**src/rtl/pipeline_hazard_unit_pkg.sv**
```systemverilog
// Shared constants for the pipeline hazard unit: forwarding one-hot bit order,
// scoreboard tag field layout and the hazard priority mode encoding.
package pipeline_hazard_unit_pkg;

  // Forwarding select bit positions, youngest producer at the top.
  localparam int FWD_NUM   = 5;
  localparam int FWD_X_ALU = 4;
  localparam int FWD_M_ALU = 3;
  localparam int FWD_M_MEM = 2;
  localparam int FWD_W_ALU = 1;
  localparam int FWD_W_MEM = 0;

  // Tag layout: {dst, mem, load, v}, dst occupies the top RA_W bits.
  localparam int TAG_V       = 0;
  localparam int TAG_LOAD    = 1;
  localparam int TAG_MEM     = 2;
  localparam int TAG_DST_LSB = 3;

  function automatic int tag_width(input int ra_w);
    return ra_w + 3;
  endfunction

  typedef enum logic [1:0] {
    HZ_NORMAL    = 2'd0,
    HZ_LU_STALL  = 2'd1,
    HZ_FLUSH     = 2'd2,
    HZ_MEM_STALL = 2'd3
  } hazard_mode_e;

endpackage

```
**src/rtl/pipeline_hazard_unit_if.sv**
```systemverilog
// Pipeline-side view of the hazard unit: R-stage decode info in, stage control out.
// HAZARD_PERF_CNT_EN adds the three stall/flush performance counters.
interface pipeline_hazard_unit_if #(
  parameter int RA_W  = 3,
  parameter int FWD_W = 5
);
  logic            r_valid;
  logic            r_sa_valid;
  logic [RA_W-1:0] r_sa;
  logic            r_sb_valid;
  logic [RA_W-1:0] r_sb;
  logic            r_dst_valid;
  logic [RA_W-1:0] r_dst;
  logic            r_is_load;
  logic            r_is_mem;
  logic            mem_ready;
  logic            flush;
  logic            en_f;
  logic            en_r;
  logic            en_x;
  logic            en_m;
  logic            en_w;
  logic            bubble_x;
  logic [FWD_W-1:0] fwd_a;
  logic [FWD_W-1:0] fwd_b;
`ifdef HAZARD_PERF_CNT_EN
  logic [31:0]     stall_lu_cnt;
  logic [31:0]     stall_mem_cnt;
  logic [31:0]     flush_cnt;
`endif

  modport master (
    output r_valid, r_sa_valid, r_sa, r_sb_valid, r_sb,
           r_dst_valid, r_dst, r_is_load, r_is_mem, mem_ready, flush,
`ifdef HAZARD_PERF_CNT_EN
    input  stall_lu_cnt, stall_mem_cnt, flush_cnt,
`endif
    input  en_f, en_r, en_x, en_m, en_w, bubble_x, fwd_a, fwd_b
  );

  modport slave (
    input  r_valid, r_sa_valid, r_sa, r_sb_valid, r_sb,
           r_dst_valid, r_dst, r_is_load, r_is_mem, mem_ready, flush,
`ifdef HAZARD_PERF_CNT_EN
    output stall_lu_cnt, stall_mem_cnt, flush_cnt,
`endif
    output en_f, en_r, en_x, en_m, en_w, bubble_x, fwd_a, fwd_b
  );

endinterface

```
**src/rtl/pipeline_hazard_unit_fwd_sel.sv**
```systemverilog
// Per-operand forwarding select: compares one source register against the
// X/M/W scoreboard tags and returns a one-hot select, youngest match winning.
module hazard_fwd_sel
  import pipeline_hazard_unit_pkg::*;
#(
  parameter int RA_W  = 3,
  parameter int FWD_W = 5,
  parameter int TAG_W = RA_W + 3
) (
  input  logic             src_valid,
  input  logic [RA_W-1:0]  src,
  input  logic [TAG_W-1:0] x_tag,
  input  logic [TAG_W-1:0] m_tag,
  input  logic [TAG_W-1:0] w_tag,
  output logic [FWD_W-1:0] sel
);

  logic             x_hit_s;
  logic             m_hit_s;
  logic             w_hit_s;
  logic [FWD_W-1:0] sel_s;

  // A load in X has no result yet, so it can never be an X_ALU source.
  assign x_hit_s = x_tag[TAG_V] & ~x_tag[TAG_LOAD] & (x_tag[TAG_DST_LSB +: RA_W] == src);
  assign m_hit_s = m_tag[TAG_V] & (m_tag[TAG_DST_LSB +: RA_W] == src);
  assign w_hit_s = w_tag[TAG_V] & (w_tag[TAG_DST_LSB +: RA_W] == src);

  // Priority select from youngest (X) to oldest (W).
  always_comb begin
    sel_s = '0;
    if (!src_valid) begin
      sel_s = '0;
    end else if (x_hit_s) begin
      sel_s[FWD_X_ALU] = 1'b1;
    end else if (m_hit_s) begin
      if (m_tag[TAG_LOAD]) begin
        sel_s[FWD_M_MEM] = 1'b1;
      end else begin
        sel_s[FWD_M_ALU] = 1'b1;
      end
    end else if (w_hit_s) begin
      if (w_tag[TAG_LOAD]) begin
        sel_s[FWD_W_MEM] = 1'b1;
      end else begin
        sel_s[FWD_W_ALU] = 1'b1;
      end
    end else begin
      sel_s = '0;
    end
  end

  assign sel = sel_s;

endmodule

```
**src/rtl/pipeline_hazard_unit.sv**
```systemverilog
// Hazard and forwarding controller for the F/R/X/M/W pipeline: X/M/W tag
// scoreboard, stage enables, X bubbles and operand forwarding selects.
// Optional macro HAZARD_PERF_CNT_EN adds saturating stall/flush counters.
module pipeline_hazard_unit
  import pipeline_hazard_unit_pkg::*;
#(
  parameter int RA_W  = 3,
  parameter int FWD_W = 5
) (
  input  logic                   clk,
  input  logic                   rst,
  pipeline_hazard_unit_if.slave  hif
);

  localparam int TAG_W = tag_width(RA_W);

  if (FWD_W != FWD_NUM) begin : g_bad_fwd_w
    $error("pipeline_hazard_unit: FWD_W must be 5");
  end

  logic [TAG_W-1:0] x_tag_r, m_tag_r, w_tag_r;
  logic [TAG_W-1:0] x_tag_s, m_tag_s, w_tag_s;
  logic [TAG_W-1:0] r_tag_s;
  logic             pend_flush_r, pend_flush_s;
  logic             mem_stall_s, lu_stall_s, flush_eff_s;
  logic             sa_hit_x_s, sb_hit_x_s;
  hazard_mode_e     mode_s;
  logic             en_f_s, en_r_s, en_x_s, en_m_s, en_w_s, bubble_x_s;

  assign r_tag_s = {hif.r_dst, hif.r_is_mem, hif.r_is_load, hif.r_valid & hif.r_dst_valid};

  assign sa_hit_x_s  = hif.r_sa_valid & (hif.r_sa == x_tag_r[TAG_DST_LSB +: RA_W]);
  assign sb_hit_x_s  = hif.r_sb_valid & (hif.r_sb == x_tag_r[TAG_DST_LSB +: RA_W]);
  assign mem_stall_s = m_tag_r[TAG_V] & m_tag_r[TAG_MEM] & ~hif.mem_ready;
  assign lu_stall_s  = x_tag_r[TAG_V] & x_tag_r[TAG_LOAD] & hif.r_valid & (sa_hit_x_s | sb_hit_x_s);
  assign flush_eff_s = hif.flush | pend_flush_r;

  // Resolve which hazard condition governs this cycle.
  always_comb begin
    mode_s = HZ_NORMAL;
    if (mem_stall_s) begin
      mode_s = HZ_MEM_STALL;
    end else if (flush_eff_s) begin
      mode_s = HZ_FLUSH;
    end else if (lu_stall_s) begin
      mode_s = HZ_LU_STALL;
    end else begin
      mode_s = HZ_NORMAL;
    end
  end

  // Stage enables, bubble and next scoreboard contents for the chosen mode.
  always_comb begin
    en_f_s       = 1'b1;
    en_r_s       = 1'b1;
    en_x_s       = 1'b1;
    en_m_s       = 1'b1;
    en_w_s       = 1'b1;
    bubble_x_s   = ~hif.r_valid;
    x_tag_s      = r_tag_s;
    m_tag_s      = x_tag_r;
    w_tag_s      = m_tag_r;
    pend_flush_s = pend_flush_r;
    case (mode_s)
      HZ_MEM_STALL: begin
        // Everything up to M freezes; W drains and receives a bubble.
        en_f_s     = 1'b0;
        en_r_s     = 1'b0;
        en_x_s     = 1'b0;
        en_m_s     = 1'b0;
        bubble_x_s = 1'b0;
        x_tag_s    = x_tag_r;
        m_tag_s    = m_tag_r;
        w_tag_s    = m_tag_r;
        w_tag_s[TAG_V] = 1'b0;
        if (hif.flush) begin
          pend_flush_s = 1'b1;
        end else begin
          pend_flush_s = pend_flush_r;
        end
      end
      HZ_FLUSH: begin
        bubble_x_s     = 1'b1;
        x_tag_s        = r_tag_s;
        x_tag_s[TAG_V] = 1'b0;
        pend_flush_s   = 1'b0;
      end
      HZ_LU_STALL: begin
        en_f_s         = 1'b0;
        en_r_s         = 1'b0;
        bubble_x_s     = 1'b1;
        x_tag_s        = r_tag_s;
        x_tag_s[TAG_V] = 1'b0;
      end
      HZ_NORMAL: begin
        bubble_x_s = ~hif.r_valid;
        x_tag_s    = r_tag_s;
      end
      default: begin
        x_tag_s = '0;
        m_tag_s = '0;
        w_tag_s = '0;
      end
    endcase
  end

  // Scoreboard and pending-flush registers.
  always_ff @(posedge clk) begin
    if (rst) begin
      x_tag_r      <= '0;
      m_tag_r      <= '0;
      w_tag_r      <= '0;
      pend_flush_r <= 1'b0;
    end else begin
      x_tag_r      <= x_tag_s;
      m_tag_r      <= m_tag_s;
      w_tag_r      <= w_tag_s;
      pend_flush_r <= pend_flush_s;
    end
  end

  assign hif.en_f     = en_f_s;
  assign hif.en_r     = en_r_s;
  assign hif.en_x     = en_x_s;
  assign hif.en_m     = en_m_s;
  assign hif.en_w     = en_w_s;
  assign hif.bubble_x = bubble_x_s;

  hazard_fwd_sel #(.RA_W(RA_W), .FWD_W(FWD_W), .TAG_W(TAG_W)) u_fwd_a (
    .src_valid (hif.r_sa_valid),
    .src       (hif.r_sa),
    .x_tag     (x_tag_r),
    .m_tag     (m_tag_r),
    .w_tag     (w_tag_r),
    .sel       (hif.fwd_a)
  );

  hazard_fwd_sel #(.RA_W(RA_W), .FWD_W(FWD_W), .TAG_W(TAG_W)) u_fwd_b (
    .src_valid (hif.r_sb_valid),
    .src       (hif.r_sb),
    .x_tag     (x_tag_r),
    .m_tag     (m_tag_r),
    .w_tag     (w_tag_r),
    .sel       (hif.fwd_b)
  );

`ifdef HAZARD_PERF_CNT_EN
  logic [31:0] stall_lu_cnt_r, stall_mem_cnt_r, flush_cnt_r;

  // Saturating counters of the hazard mode actually applied each cycle.
  always_ff @(posedge clk) begin
    if (rst) begin
      stall_lu_cnt_r  <= 32'd0;
      stall_mem_cnt_r <= 32'd0;
      flush_cnt_r     <= 32'd0;
    end else begin
      if ((mode_s == HZ_LU_STALL) && (stall_lu_cnt_r != 32'hFFFF_FFFF)) begin
        stall_lu_cnt_r <= stall_lu_cnt_r + 32'd1;
      end else begin
        stall_lu_cnt_r <= stall_lu_cnt_r;
      end
      if ((mode_s == HZ_MEM_STALL) && (stall_mem_cnt_r != 32'hFFFF_FFFF)) begin
        stall_mem_cnt_r <= stall_mem_cnt_r + 32'd1;
      end else begin
        stall_mem_cnt_r <= stall_mem_cnt_r;
      end
      if ((mode_s == HZ_FLUSH) && (flush_cnt_r != 32'hFFFF_FFFF)) begin
        flush_cnt_r <= flush_cnt_r + 32'd1;
      end else begin
        flush_cnt_r <= flush_cnt_r;
      end
    end
  end

  assign hif.stall_lu_cnt  = stall_lu_cnt_r;
  assign hif.stall_mem_cnt = stall_mem_cnt_r;
  assign hif.flush_cnt     = flush_cnt_r;
`endif

endmodule

```
**src/flat_wrapper.sv**
```systemverilog
// flat-port wrapper written by rule: the top's interface ports become plain ports
module pipeline_hazard_unit_flat import pipeline_hazard_unit_pkg::*;
#(
  parameter int RA_W  = 3,
  parameter int FWD_W = 5
)
  (clk, rst, hif_r_valid, hif_r_sa_valid, hif_r_sa, hif_r_sb_valid, hif_r_sb, hif_r_dst_valid, hif_r_dst, hif_r_is_load, hif_r_is_mem, hif_mem_ready, hif_flush, hif_en_f, hif_en_r, hif_en_x, hif_en_m, hif_en_w, hif_bubble_x, hif_fwd_a, hif_fwd_b);
  pipeline_hazard_unit_if #(.RA_W(RA_W), .FWD_W(FWD_W)) hif_i ();
  input  logic clk;
  input  logic rst;
  input wire logic [$bits(hif_i.r_valid)-1:0] hif_r_valid;
  input wire logic [$bits(hif_i.r_sa_valid)-1:0] hif_r_sa_valid;
  input wire logic [$bits(hif_i.r_sa)-1:0] hif_r_sa;
  input wire logic [$bits(hif_i.r_sb_valid)-1:0] hif_r_sb_valid;
  input wire logic [$bits(hif_i.r_sb)-1:0] hif_r_sb;
  input wire logic [$bits(hif_i.r_dst_valid)-1:0] hif_r_dst_valid;
  input wire logic [$bits(hif_i.r_dst)-1:0] hif_r_dst;
  input wire logic [$bits(hif_i.r_is_load)-1:0] hif_r_is_load;
  input wire logic [$bits(hif_i.r_is_mem)-1:0] hif_r_is_mem;
  input wire logic [$bits(hif_i.mem_ready)-1:0] hif_mem_ready;
  input wire logic [$bits(hif_i.flush)-1:0] hif_flush;
  output wire logic [$bits(hif_i.en_f)-1:0] hif_en_f;
  output wire logic [$bits(hif_i.en_r)-1:0] hif_en_r;
  output wire logic [$bits(hif_i.en_x)-1:0] hif_en_x;
  output wire logic [$bits(hif_i.en_m)-1:0] hif_en_m;
  output wire logic [$bits(hif_i.en_w)-1:0] hif_en_w;
  output wire logic [$bits(hif_i.bubble_x)-1:0] hif_bubble_x;
  output wire logic [$bits(hif_i.fwd_a)-1:0] hif_fwd_a;
  output wire logic [$bits(hif_i.fwd_b)-1:0] hif_fwd_b;
  assign hif_i.r_valid = hif_r_valid;
  assign hif_i.r_sa_valid = hif_r_sa_valid;
  assign hif_i.r_sa = hif_r_sa;
  assign hif_i.r_sb_valid = hif_r_sb_valid;
  assign hif_i.r_sb = hif_r_sb;
  assign hif_i.r_dst_valid = hif_r_dst_valid;
  assign hif_i.r_dst = hif_r_dst;
  assign hif_i.r_is_load = hif_r_is_load;
  assign hif_i.r_is_mem = hif_r_is_mem;
  assign hif_i.mem_ready = hif_mem_ready;
  assign hif_i.flush = hif_flush;
  assign hif_en_f = hif_i.en_f;
  assign hif_en_r = hif_i.en_r;
  assign hif_en_x = hif_i.en_x;
  assign hif_en_m = hif_i.en_m;
  assign hif_en_w = hif_i.en_w;
  assign hif_bubble_x = hif_i.bubble_x;
  assign hif_fwd_a = hif_i.fwd_a;
  assign hif_fwd_b = hif_i.fwd_b;
  pipeline_hazard_unit #(.RA_W(RA_W), .FWD_W(FWD_W)) u_core (.clk(clk), .rst(rst), .hif(hif_i));
endmodule
```
**config.mk**
```make
export PLATFORM = sky130hd
export DESIGN_NAME = pipeline_hazard_unit_flat
export DESIGN_NICKNAME = d
export VERILOG_FILES = /design/src/rtl/pipeline_hazard_unit_pkg.sv /design/src/rtl/pipeline_hazard_unit_if.sv /design/src/rtl/pipeline_hazard_unit_fwd_sel.sv /design/src/rtl/pipeline_hazard_unit.sv /design/src/flat_wrapper.sv
export SDC_FILE = /design/constraint.sdc
export NUM_CORES = 1
export LEC_CHECK = 0
export ABC_CLOCK_PERIOD_IN_PS = 2800
export BUFFER_PORTS_ARGS = -buffer_cell sky130_fd_sc_hd__buf_2
export CAP_MARGIN = 25
export CORE_AREA = 5 5 62 64
export DETAILED_ROUTE_END_ITERATION = 7
export DIE_AREA = 0 0 67 69
export PLACE_DENSITY = 0.6
export SYNTH_ARGS = -nofsm -noshare
export SYNTH_HDL_FRONTEND = slang
export SYNTH_SLANG_ARGS = --single-unit
export TNS_END_PERCENT = 30
```
**constraint.sdc**
```tcl
create_clock -name clk -period 2.8 [get_ports clk]
set_input_delay 0.42 -clock clk [delete_from_list [all_inputs] [get_ports clk]]
set_output_delay 0.42 -clock clk [all_outputs]
set_load 0.02 [all_outputs]
```
# Word level (Yosys, flattened, before mapping)
# Cells that the tools add are included.
[totals]
mem_bits_rw = 0
latch_bits = 0
mem_count = 0
wordCells = 68
rom_bits = 0
ff_bits = 19
out_inout_bits = 16
[op_classes]
n_lt_le_gt_ge = 0
eq_ne = 12
addsub = 0
multipliers = 0
n_mux = 25
div = 0
n_reduce_logical = 6
bitwise = 20
shift = 0
[ops]
columns = ["operator", "n"]
rows = [
  ["3-bit == test", 8],
  ["2-bit 2-to-1 mux", 8],
  ["1-bit bitwise AND", 15],
  ["6-bit one-hot mux with 2 select lines", 1],
  ["1-bit 2-to-1 mux", 10],
  ["5-bit 2-to-1 mux", 2],
  ["4-bit 2-to-1 mux", 2],
  ["2-bit OR reduction", 3],
  ["2-bit == test (second input constant)", 2],
  ["1-bit NOT", 3],
  ["1-bit one-hot mux with 3 select lines", 1],
  ["2-bit by 1-bit == test with 1-bit output (second input constant)", 1],
  ["2-bit zero test", 1],
  ["2-bit inequality test (second input constant)", 1],
  ["1-bit bitwise OR", 2],
  ["1-bit one-hot mux with 2 select lines", 1],
  ["2-bit AND reduction", 1],
  ["2-bit nonzero test", 1],
]

# Logic depth before layout (Yosys ltp)
[depth]
word_depth = 10
mapped_depth = 10

# By module
# From an unflattened synthesis, not the netlist that was laid out.
[hier_totals]
cells_unflattened = 135
hier_area_um2 = 1183.6
[by_module_without_submodules]
columns = ["mod", "area_per_inst_um2", "n_inst", "cells_each"]
rows = [
  ["pipeline_hazard_unit", 840.8, 1, 89],
  ["hazard_fwd_sel", 171.4, 2, 23],
]

# Least setup slack after synthesis
# No wires, ideal clock.
[synth_path]
kind = "reg2out"
start = "register u_core.x_tag_r[5]"
end = "output hif_bubble_x"
t_required_ps = 2380
t_arrival_ps = 2131
path_slack_ps = 249
stages_incl_launch_ff = 9
cell_sequence = "dfxtp_1 > clkbuf_4 > xor2_1 > nor3_1 > a32o_1 > a41oi_1 > ha_1 > a21oi_1 > nor2_1"
[synth_between]
elab_chain_cells = 10
elab_cells_between_ends = 15
[synth_rtl]
columns = ["item", "line", "rtl"]
rows = [
  ["from (decl)", "pipeline_hazard_unit.sv:21", "logic [TAG_W-1:0] x_tag_r, m_tag_r, w_tag_r;"],
  ["from (signal assigned)", "pipeline_hazard_unit.sv:115", "x_tag_r <= x_tag_s;"],
  ["3-bit == test (on tied branches)", "pipeline_hazard_unit.sv:32, pipeline_hazard_unit.sv:33", ""],
  ["1-bit bitwise AND (on tied branches)", "pipeline_hazard_unit.sv:32, pipeline_hazard_unit.sv:33", ""],
  ["1-bit bitwise OR *", "pipeline_hazard_unit.sv:35", "assign lu_stall_s = x_tag_r[TAG_V] & x_tag_r[TAG_LOAD] & hif.r_valid & (sa_hit_x_s | sb_hit_x_s);"],
  ["1-bit bitwise AND *", "pipeline_hazard_unit.sv:35", ""],
  ["1-bit 2-to-1 mux *", "pipeline_hazard_unit.sv:45", "end else if (lu_stall_s) begin"],
  ["2-bit 2-to-1 mux *", "pipeline_hazard_unit.sv:43", "end else if (flush_eff_s) begin"],
  ["2-bit 2-to-1 mux *", "pipeline_hazard_unit.sv:41", "if (mem_stall_s) begin"],
  ["2-bit == test or 2-bit by 1-bit == test with 1-bit output (tied branches)", "pipeline_hazard_unit.sv:64", "case (mode_s)"],
  ["2-bit OR reduction (no line)", "-", ""],
  ["1-bit one-hot mux with 3 select lines *", "pipeline_hazard_unit.sv:64", ""],
  ["to (decl)", "flat_wrapper.sv:27", "output wire logic [$bits(hif_i.bubble_x)-1:0] hif_bubble_x;"],
]
# Mark *: on every way between the ends. The rest lies on a longest branch, timed or not.

# Worst setup path after layout
# Same ends and word-level chain as after synthesis.

==> flow_summary.ini <==
[cells_and_area]
drive_gt1_share_pct = 28.57
multi_input_area_sq_um = 659.4
seqCellArea_sq_um = 364.1
final_util_pct = 40.38
final_nets = 178
diodes = 0
final_cell_mix = buf_2 (33), nor2_1 (24), dfxtp_1 (15)
area_delta_synth_final_pct = 21.42
nFillCells = 328
design_area_sq_mm = 0.001305
final_common_cell = buf_2

[synth]
async_reset_ff_share_pct = 0
synth_compound_area_share_pct = 7.567
synth_edf_count = 0
synthMuxAreaShare_pct = 10.24
synth.cell_area_sq_mm = 0.001075
synth_fp_nets = 147
synthSimpleGateAreaFrac_pct = 22.35
synth_xor_xnor_area_share_pct = 15.48
ys.flop_type = dfxtp_1
yosysWarningCount = 0
synth_cell_types = 31
yosys.area_share.adder_pct = 4.657
ys_ff_latch = 18
synth_top_family_by_area = simple AND/OR/NAND/NOR gates
syn_area_per_cell_sq_um = 8.668
seq_area_frac_synth_pct = 33.53
postSynthCellCount = 124

[worst_setup_path]
end_kind = output pin
cp-start-kind = flop
r2r_start = u_core.x_tag_r[4]$_SDFFE_PP0P_
reg2reg_slack_ns = 0.75
crit_arrival_ns = 2.16
path_class = reg2out
critical_path_peak_fanout = 5
reg2reg_to = u_core.m_tag_r[1]$_SDFFE_PP0P_
crit_start = u_core.x_tag_r[5]$_SDFFE_PP0P_
required_ns = 2.38
worst-r2r-cell-count = 8

[global_route]
track_usage_pct = 10.38
grt_pass1_vias = 875
grt_pass1_wl_microns = 3822
grt_start_max_net_pins = 19
antenna_found_initial = 0
grt_overflow = 0

[sta]
slew_violations = 0
setup_viol = 0
period_share_pct = 92.27
rsz0062_at_grt = no
max_freq_mhz = 387.1
clock_skew_ns = 0.0008857
setup_tns_ns = 0
finalHoldViolations = 0
period_needed_ns = 2.583

[min_path]
min_path_type = in2reg
hp-start = hif_r_dst[0]
min_to = u_core.x_tag_r[3]$_SDFFE_PP0P_
hold_path_depth = 3

[drt]
viasPerCell = 4.490
wire_per_inst_microns = 11.51
remaining_drc_errors = 0
wl_microns = 2301
drt_iter0_markers = 34
drtAntennaViolNets = 0
routed-via-count = 898
drt-pass1-iter-count = 4

[placement]
dp_hpwl_microns = 1884
portBuffers = 33
gp_congestion = 0.8375
dpl-instance-area_sq_mm = 0.001257

[floorplanning]
start_util_pct = 33.26
coreArea_sq_mm = 0.003232
die_w_microns = 67
rows = 21
die_area_sq_mm = 0.004623
fp.dieH_microns = 69
io_pins = 35

[clock_tree]
clk_root_buffer_cell = clkbuf_4
cts_buffer_depth = 2
clk-insertion-delay-late_ns = 0.29
path_clk_slew_ns = 0.10
clock-sinks = 18
ctsHoldBuffers = 0
cts_buffers = 3
cts_tree = built
htree_levels = 1

[run_status]
status = completed

[power_and_ir_drop]
fin_total_pwr_uw = 512.1
power_frac_clock_pct = 31.3
swShare_pct = 25.92
pwr-share-seq_pct = 53.8
powerDensity_mw_per_mm2 = 392.4
p_int_uw = 379.3
irDropWorstVdd_mv = 0.2986
p_comb_share_pct = 14.9
p_leak_nw = 0.5622
switchingPower_uw = 132.7

[job]
cap_violations = 0
==> stage by stage <==
stage / worst slack [ns] / hold WS [ns] / std cells
6_report: 0.2166 / 0.3533 / 200
4_1_cts: 0.1075 / 0.3397 / 200
3_5_place_dp: 0.3203 / 0.4795 / 196
3_3_place_gp: 0.4356 / 0.4689 / 196
2_1_floorplan: 0.2490 / 0.4601 / 124
5_1_grt: 0.04205 / 0.3317 / 200
==> Yosys cell counts, types with 2 or more instances <==
cell type  number  area (sq um)
xnor2_1         7         61.31
nor2_1         24         90.09
a21oi_1         4         20.02
nand2b_1        2         12.51
and2_1          2         12.51
dfxtp_1        18         360.4
nor2b_1         5         31.28
nand3_1         2         10.01
nor3_1          5         25.02
nand4_1         2         12.51
ha_1            4         50.05
inv_1           4         15.01
buf_4           3         22.52
nor3b_1         2         15.01
mux2i_1        11         110.1
nand2_1         2         7.510
buf_2           2         10.01
xor2_1         12         105.1
==> final cells by class <==
cell class | instances | area share (%)
clock buffer | 4 | 2.780
inverter | 4 | 1.151
multi-input combinational | 94 | 50.53
sequential | 18 | 27.90
tap | 46 | 4.410
timing repair buffer | 34 | 13.23
==> timing repair <==
action                                  in CTS  in global routing
resized for setup                            0                  4
buffers inserted                             0                  0
endpoints found under the setup margin       0                  1
==> flip-flops by register name, indices dropped and copies added (netlist names) <==
signal               cells
u_core.m_tag_r           6
u_core.w_tag_r           5
u_core.x_tag_r           6
u_core.pend_flush_r      1
==> cell families after synthesis <==
kind of cell	after synthesis
AND/OR/NAND/NOR	49
XOR/XNOR	19
flip-flops	18
buffers and inverters	12
multiplexers	11
AO/OA/AOI/OAI	10
adder cells (fa/ha/maj)	4
other	1
==> worst max-delay path by stage <==
| stage | end | cells past startpoint |
|---|---|---|
| floorplan | hif_bubble_x | 8 |
| global placement | hif_bubble_x | 9 |
| detailed placement | hif_bubble_x | 9 |
| CTS | hif_bubble_x | 8 |
| global route | hif_bubble_x | 8 |
| finish | hif_bubble_x | 8 |
==> power groups by stage <==
stage / combinational [mW] / sequential [mW] / clock (mW)
after floorplan: 0.0510 / 0.277 / 0
after global placement: 0.0726 / 0.281 / 0
after detailed placement: 0.0760 / 0.281 / 0
after CTS: 0.0762 / 0.275 / 0.167
after global routing: 0.0856 / 0.277 / 0.179
final: 0.0763 / 0.275 / 0.160
==> critical path, cell delays in order (launching register included) <==
cell	delay [ns]
dfxtp_2	0.40
xor2_1	0.24
nor3_1	0.09
a32o_1	0.26
a41o_1	0.26
ha_1	0.29
a21oi_1	0.12
nor2_1	0.05
buf_2	0.15
==> metal layers <==
layer | wire length (microns) | part of all wire [%] | global-route usage (%) | vias to the layer above
li1 | - | - | - | 470
met5 | 0 | 0 | 0 | -
met2 | 1000 | 43 | 15.72 | 30
met1 | 1092 | 47 | 13.39 | 392
met3 | 164 | 7.1 | 3.896 | 6
met4 | 43 | 1.9 | 3.378 | 0
Note: power is estimated with default switching activity, not from simulation.
